**src/rtl/sprite_plotter_if.sv**
```systemverilog
// Sprite request / framebuffer pixel bundle between a game controller and the plotter.
interface sprite_plotter_if;
    logic        start;
    logic [24:0] shape;
    logic [7:0]  tile_x;
    logic [6:0]  tile_y;
    logic [7:0]  vga_x;
    logic [6:0]  vga_y;
    logic [2:0]  colour;
    logic        plot;
    logic        busy;
    logic        done;

    modport master (
        output start, shape, tile_x, tile_y,
        input  vga_x, vga_y, colour, plot, busy, done
    );

    modport slave (
        input  start, shape, tile_x, tile_y,
        output vga_x, vga_y, colour, plot, busy, done
    );
endinterface

```
**src/rtl/sprite_plotter.sv**
```systemverilog
// Erases the previously drawn tile, then plots a 5x5 sprite one pixel per clock.
//
// state | meaning
// IDLE  | waiting for an in-range start
// ERASE | 25 background pixels over the previous tile
// DRAW  | 25 sprite pixels over the latched tile
// DONE  | one-cycle completion pulse
module sprite_plotter #(
    parameter int         TILE      = 5,
    parameter logic [2:0] FG_COLOUR = 3'b110,
    parameter logic [2:0] BG_COLOUR = 3'b000
) (
    input logic         clock,
    input logic         reset,
    sprite_plotter_if.slave bus
);
    typedef enum logic [1:0] {IDLE, ERASE, DRAW, DONE} state_t;

    localparam logic [7:0] TILE_X = 8'(TILE);
    localparam logic [6:0] TILE_Y = 7'(TILE);

    state_t      state, state_nxt;
    logic [2:0]  row, row_nxt, col, col_nxt;
    logic [24:0] shape_q, shape_nxt;
    logic [7:0]  tile_x_q, tile_x_nxt, prev_x, prev_x_nxt;
    logic [6:0]  tile_y_q, tile_y_nxt, prev_y, prev_y_nxt;
    logic        has_prev, has_prev_nxt;
    logic [7:0]  vga_x_q, vga_x_nxt;
    logic [6:0]  vga_y_q, vga_y_nxt;
    logic [2:0]  colour_q, colour_nxt;
    logic        plot_q, plot_nxt, busy_q, busy_nxt, done_q, done_nxt;
    logic [7:0]  base_x;
    logic [6:0]  base_y;
    logic [4:0]  bit_idx;
    logic        last_pix;

    always_comb begin
        state_nxt    = state;
        row_nxt      = row;
        col_nxt      = col;
        shape_nxt    = shape_q;
        tile_x_nxt   = tile_x_q;
        tile_y_nxt   = tile_y_q;
        prev_x_nxt   = prev_x;
        prev_y_nxt   = prev_y;
        has_prev_nxt = has_prev;
        vga_x_nxt    = vga_x_q;
        vga_y_nxt    = vga_y_q;
        colour_nxt   = colour_q;
        last_pix     = (row == 3'd4) && (col == 3'd4);

        case (state)
            IDLE: begin
                if (bus.start && (bus.tile_x <= 8'd26) && (bus.tile_y <= 7'd23)) begin
                    shape_nxt  = bus.shape;
                    tile_x_nxt = bus.tile_x;
                    tile_y_nxt = bus.tile_y;
                    state_nxt  = has_prev ? ERASE : DRAW;
                    row_nxt    = 3'd0;
                    col_nxt    = 3'd0;
                end
            end
            ERASE, DRAW: begin
                if (last_pix) begin
                    row_nxt = 3'd0;
                    col_nxt = 3'd0;
                    if (state == ERASE) begin
                        state_nxt = DRAW;
                    end else begin
                        state_nxt    = DONE;
                        prev_x_nxt   = tile_x_q;
                        prev_y_nxt   = tile_y_q;
                        has_prev_nxt = 1'b1;
                    end
                end else if (col == 3'd4) begin
                    col_nxt = 3'd0;
                    row_nxt = row + 3'd1;
                end else begin
                    col_nxt = col + 3'd1;
                end
            end
            DONE:    state_nxt = IDLE;
            default: state_nxt = IDLE;
        endcase

        // Outputs are derived from the next state so the registered pixel lines up with its counter.
        base_x   = (state_nxt == ERASE) ? prev_x_nxt : tile_x_nxt;
        base_y   = (state_nxt == ERASE) ? prev_y_nxt : tile_y_nxt;
        bit_idx  = 5'd24 - ({2'b00, row_nxt} * 5'd5 + {2'b00, col_nxt});
        plot_nxt = (state_nxt == ERASE) || (state_nxt == DRAW);
        busy_nxt = (state_nxt != IDLE);
        done_nxt = (state_nxt == DONE);
        if (plot_nxt) begin
            vga_x_nxt  = base_x * TILE_X + {5'b00000, col_nxt};
            vga_y_nxt  = base_y * TILE_Y + {4'b0000, row_nxt};
            colour_nxt = ((state_nxt == DRAW) && shape_nxt[bit_idx]) ? FG_COLOUR : BG_COLOUR;
        end
    end

    always_ff @(posedge clock) begin
        if (reset) begin
            state    <= IDLE;
            row      <= 3'd0;
            col      <= 3'd0;
            shape_q  <= 25'd0;
            tile_x_q <= 8'd0;
            tile_y_q <= 7'd0;
            prev_x   <= 8'd0;
            prev_y   <= 7'd0;
            has_prev <= 1'b0;
            vga_x_q  <= 8'd0;
            vga_y_q  <= 7'd0;
            colour_q <= BG_COLOUR;
            plot_q   <= 1'b0;
            busy_q   <= 1'b0;
            done_q   <= 1'b0;
        end else begin
            state    <= state_nxt;
            row      <= row_nxt;
            col      <= col_nxt;
            shape_q  <= shape_nxt;
            tile_x_q <= tile_x_nxt;
            tile_y_q <= tile_y_nxt;
            prev_x   <= prev_x_nxt;
            prev_y   <= prev_y_nxt;
            has_prev <= has_prev_nxt;
            vga_x_q  <= vga_x_nxt;
            vga_y_q  <= vga_y_nxt;
            colour_q <= colour_nxt;
            plot_q   <= plot_nxt;
            busy_q   <= busy_nxt;
            done_q   <= done_nxt;
        end
    end

    assign bus.vga_x  = vga_x_q;
    assign bus.vga_y  = vga_y_q;
    assign bus.colour = colour_q;
    assign bus.plot   = plot_q;
    assign bus.busy   = busy_q;
    assign bus.done   = done_q;
endmodule

```
**src/flat_wrapper.sv**
```systemverilog
// flat-port wrapper written by rule: the top's interface ports become plain ports
module sprite_plotter_flat 
#(
    parameter int         TILE      = 5,
    parameter logic [2:0] FG_COLOUR = 3'b110,
    parameter logic [2:0] BG_COLOUR = 3'b000
)
  (clock, reset, bus_start, bus_shape, bus_tile_x, bus_tile_y, bus_vga_x, bus_vga_y, bus_colour, bus_plot, bus_busy, bus_done);
  sprite_plotter_if bus_i ();
  input logic clock;
  input logic reset;
  input wire logic [$bits(bus_i.start)-1:0] bus_start;
  input wire logic [$bits(bus_i.shape)-1:0] bus_shape;
  input wire logic [$bits(bus_i.tile_x)-1:0] bus_tile_x;
  input wire logic [$bits(bus_i.tile_y)-1:0] bus_tile_y;
  output wire logic [$bits(bus_i.vga_x)-1:0] bus_vga_x;
  output wire logic [$bits(bus_i.vga_y)-1:0] bus_vga_y;
  output wire logic [$bits(bus_i.colour)-1:0] bus_colour;
  output wire logic [$bits(bus_i.plot)-1:0] bus_plot;
  output wire logic [$bits(bus_i.busy)-1:0] bus_busy;
  output wire logic [$bits(bus_i.done)-1:0] bus_done;
  assign bus_i.start = bus_start;
  assign bus_i.shape = bus_shape;
  assign bus_i.tile_x = bus_tile_x;
  assign bus_i.tile_y = bus_tile_y;
  assign bus_vga_x = bus_i.vga_x;
  assign bus_vga_y = bus_i.vga_y;
  assign bus_colour = bus_i.colour;
  assign bus_plot = bus_i.plot;
  assign bus_busy = bus_i.busy;
  assign bus_done = bus_i.done;
  sprite_plotter #(.TILE(TILE), .FG_COLOUR(FG_COLOUR), .BG_COLOUR(BG_COLOUR)) u_core (.clock(clock), .reset(reset), .bus(bus_i));
endmodule
```
**config.mk**
```make
export PLATFORM = sky130hd
export DESIGN_NAME = sprite_plotter_flat
export DESIGN_NICKNAME = d
export VERILOG_FILES = /design/src/rtl/sprite_plotter_if.sv /design/src/rtl/sprite_plotter.sv /design/src/flat_wrapper.sv
export SDC_FILE = /design/constraint.sdc
export NUM_CORES = 1
export LEC_CHECK = 0
export CORE_MARGIN = 1.5
export CORE_UTILIZATION = 55
export CTS_CLUSTER_DIAMETER = 150
export DETAILED_ROUTE_END_ITERATION = 10
export DONT_BUFFER_PORTS = 1
export PLACE_DENSITY_LB_ADDON = 0.15
export SLEW_MARGIN = 20
export SYNTH_ARGS = -nofsm -noshare
export SYNTH_HDL_FRONTEND = slang
export SYNTH_SLANG_ARGS = --single-unit
```
**constraint.sdc**
```tcl
create_clock -name clock -period 18.05 [get_ports clock]
set_input_delay 5.415 -clock clock [delete_from_list [all_inputs] [get_ports clock]]
set_output_delay 5.415 -clock clock [all_outputs]
set_load 0.02 [all_outputs]
```
==> run summary <==
Final cycle utilization of the critical path -> 0.5478
Die footprint -> 0.009190 mm²
Tightest Pin Transition -> 0.8666 ns
Antenna Nets Post-Route -> 0
Layout net count -> 604
Most frequent cell after synthesis -> dfxtp_1
Sequence of cells on the critical path -> nand2_1 > o211ai_1 > mux2_2 > a21oi_1 > inv_1 > ha_1 > inv_2 > mux2i_1 > ha_1 > ha_1 > fa_1 > a21o_1 > a21oi_1 > o21bai_1 > a21oi_1 > xnor2_1 > xnor2_1 > a211oi_1
# port buffers -> 0
Initial DRT Pass Iterations -> 5
Arrival time at the worst endpoint -> 10.15 ns
Clock network power share -> 0.386
Count of buffers added by post-CTS timing repair for setup -> 0
Vias in the first global route -> 3327
Detailed Place HPWL -> 7279 µm
Worst setup path class -> in2reg
Layout cell share with drive strength beyond 1 -> 0.06275
RSZ-0062 raised after global routing -> no
Synth top area cells -> dfxtp_1, ha_1, mux2i_1, nand2_1, nor2_1
Row count -> 33
Sequential cell area fraction in the yosys report -> 0.3503
Max frequency -> 0.1011 GHz
Class of the most critical hold timing path -> reg2reg
Post-synth EDFFs -> 0
Maximum Capacitance Violations -> 0
Clock Latency Late Sink -> 0.36 ns
Global Route met2 Usage -> 0.3791
Result of the run -> finished clean
Syn nets -> 617
Global routing's busiest layer -> met2
Critical path peak fanout -> 19
Count of antenna diodes in the layout -> 0
Number of buffer and inverter instances along the worst setup path -> 2
TritonCTS clock tree -> built
Sinks on Clock Net -> 83
Seq pwr share -> 0.585
Largest area contributor in the netlist -> dfxtp_1
Total grt overflow -> 0
Number of pins with negative max-slew slack in the final report -> 0
Final Hold Fails -> 0
Pwr per Cell Area -> 63.54 mW/mm²
Most used standard cells in the synthesized netlist -> dfxtp_1, nand2_1, nor2_1
Post-DR vias/cell -> 5.758
Maximum buffer depth of the clock tree -> 2
First-pass GRT wire length -> 15670 µm
Core box area -> 0.008299 mm²
Drt first-iter violations -> 145
Wirelength, routed -> 9870 µm
CTS Buf Count -> 9
Worst EP required -> 18.31 ns
Total track usage -> 0.2235
Horiz. Die Dim -> 95.87 µm
Switch Pwr -> 75.98 µW
Root buffer cell -> clkbuf_8
Final setup viols -> 0
Dominant register cell in the synthesized netlist -> dfxtp_1
Slew margin rel. -> 0.4223
Time the final worst path needs with I/O delays and setup -> 9.889 ns
Kind of cell with the highest combined delay on the critical path -> compound AO/OA/AOI/OAI gates
GR Util met1 -> 0.2757
Initial Utilization -> 0.5715
Clock-pin transition on the worst setup and hold timing paths -> 0.09 ns
Die span in y -> 95.87 µm
Critical path's slowest cell -> o211ai_1
Async set or reset register ratio after synthesis -> 0
PostCTS Resize Cnt -> 0
Signed area change from the synthesized netlist to the final layout -> 4.352%
Number of flip-flops and latches in the synthesized netlist -> 83
Area fraction of the dominant cell type after synthesis -> 0.3503
H-tree levels -> 3
DRC violations left -> 0
Via count of the routed design -> 3541
Part of the total power dissipated in combinational logic -> 0.028
LEAKAGE -> 2.189 nW
Total standard cell area after synthesis -> 0.004743 mm²
Synth Area per Inst -> 9.157 µm²
Weighted congestion reported at the end of routability-driven placement -> 0.8554
Mapped Cells -> 518
Sw Share -> 0.2416
Routing usage on met3 -> 0.04660
Maximum single-stage delay on the critical path -> 0.59 ns
Filler Cell Count -> 749
Peak supply drop -> 0.00004062 V
Pin count of the biggest net entering global routing -> 80
Antenna violations before repair -> 0
Sort of element at the end of the critical path -> register
Warnings from Yosys -> 0
Top Ports -> 64
Layout Skew -> 0.01368 ns
Critical Path Start Type -> primary input
Final setup TNS -> 0 ns
Per-cell routed wire length -> 16.05 µm
Overall Power -> 314.5 µW
Internal portion of total power -> 238.5 µW
Count of cell types in the netlist -> 57
Number of buffers inserted for hold repair after clock tree synthesis -> 0
-- metal layers --
metal | vias up | share of wire
li1 | 1773 | -
met1 | 1693 | 0.44
met2 | 64 | 0.50
met3 | 11 | 0.047
met4 | 0 | 0.015
met5 | - | 0
-- path summary, 6_finish.rpt --
path | to | cells after the start | start | slack (ns)
setup / recovery | u_core.bus.vga_x[7] | 18 | bus_tile_x[3] | 8.16
hold / removal | u_core.shape_q[8] | 2 | u_core.shape_q[8] | 0.45
setup reg to reg | u_core.bus.vga_x[7] | 21 | u_core.col[0] | 13.03
hold reg to reg | u_core.shape_q[8] | 2 | u_core.shape_q[8] | 0.45
-- power by group through the flow --
stage,clock network [mW],logic (mW),registers [mW]
3_5_place_dp,0,0.00887,0.188
4_1_cts,0.125,0.00894,0.184
3_3_place_gp,0,0.00875,0.188
6_report,0.122,0.00886,0.184
2_1_floorplan,0,0.00962,0.188
5_1_grt,0.132,0.00979,0.184
-- area by class of cell --
| cell class | count | area, µm² | share of cell area |
|---|---|---|---|
| clock buffer | 10 | 127.6 | 0.02578 |
| inverter | 22 | 82.58 | 0.01668 |
| timing repair buffer | 3 | 22.52 | 0.004550 |
| sequential | 83 | 1662 | 0.3357 |
| tap | 105 | 131.4 | 0.02654 |
| multi-input combinational | 386 | 2874 | 0.5806 |
| clock inverter | 6 | 50.05 | 0.01011 |
-- worst register-to-register path, stage by stage, from the launching register on --
cell and delay (ns):
dfxtp_1 0.34, inv_1 0.07, ha_1 0.22, and2_1 0.18, and3_1 0.24, o211ai_1 0.20, nor2_1 0.06, a21oi_1 0.26
inv_1 0.11, ha_1 0.27, inv_2 0.32, mux2i_1 0.41, ha_1 0.31, ha_1 0.32, fa_1 0.47, a21o_1 0.17
a21oi_1 0.21, o21bai_1 0.10, a21oi_1 0.18, xnor2_1 0.15, xnor2_1 0.10, a211oi_1 0.23
-- flip-flops by register name, summed over array words and instances (netlist names) --
register / cells
u_core.has_prev: 1
u_core.col: 3
u_core.bus.vga_y: 7
u_core.shape_q: 25
u_core.tile_x_q: 8
u_core.prev_x: 8
u_core.state: 2
u_core.bus.done: 1
u_core.bus.colour: 1
u_core.bus.plot: 1
u_core.bus.vga_x: 8
u_core.bus.busy: 1
u_core.tile_y_q: 7
u_core.prev_y: 7
u_core.row: 3
-- cells by family (layout without fill, tap and decap cells) --
| group | count (synthesis) | count (layout) | synth area share |
|---|---|---|---|
| other | 1 | 1 | 0.0007906 |
| AO/OA/AOI/OAI | 80 | 80 | 0.1076 |
| flip-flops | 83 | 83 | 0.3503 |
| AND/OR/NAND/NOR | 173 | 173 | 0.1733 |
| multiplexers | 63 | 63 | 0.1461 |
| buffers and inverters | 49 | 41 | 0.04379 |
| XOR/XNOR | 13 | 13 | 0.02400 |
| adder cells (fa/ha/maj) | 56 | 56 | 0.1540 |
-- through the flow --
stage / util / worst slack, ns / instances / cell area (µm²) / hold WS [ns]
global route: 0.5964 / 7.710 / 615 / 4950 / 0.4777
global placement: 0.5750 / 7.864 / 599 / 4772 / 0.4310
detailed placement: 0.5750 / 7.821 / 599 / 4772 / 0.4395
finish: 0.5964 / 8.161 / 615 / 4950 / 0.4534
CTS: 0.5964 / 8.150 / 615 / 4950 / 0.4531
floorplan: - / 8.215 / 518 / 4743 / 0.4317
-- layout by cell type (no fill, tap or decap), types with 5 or more instances in the layout --
cell	n
a31oi_1	8
xnor2_1	9
nor2b_1	12
ha_1	52
clkbuf_8	9
nand2_1	59
o21ai_0	13
nor3_1	5
and2_1	7
nand3_1	6
a21oi_1	32
inv_1	21
mux2i_1	55
nor2_1	58
dfxtp_1	83
No activity file was read; power rests on OpenSTA's default activity.
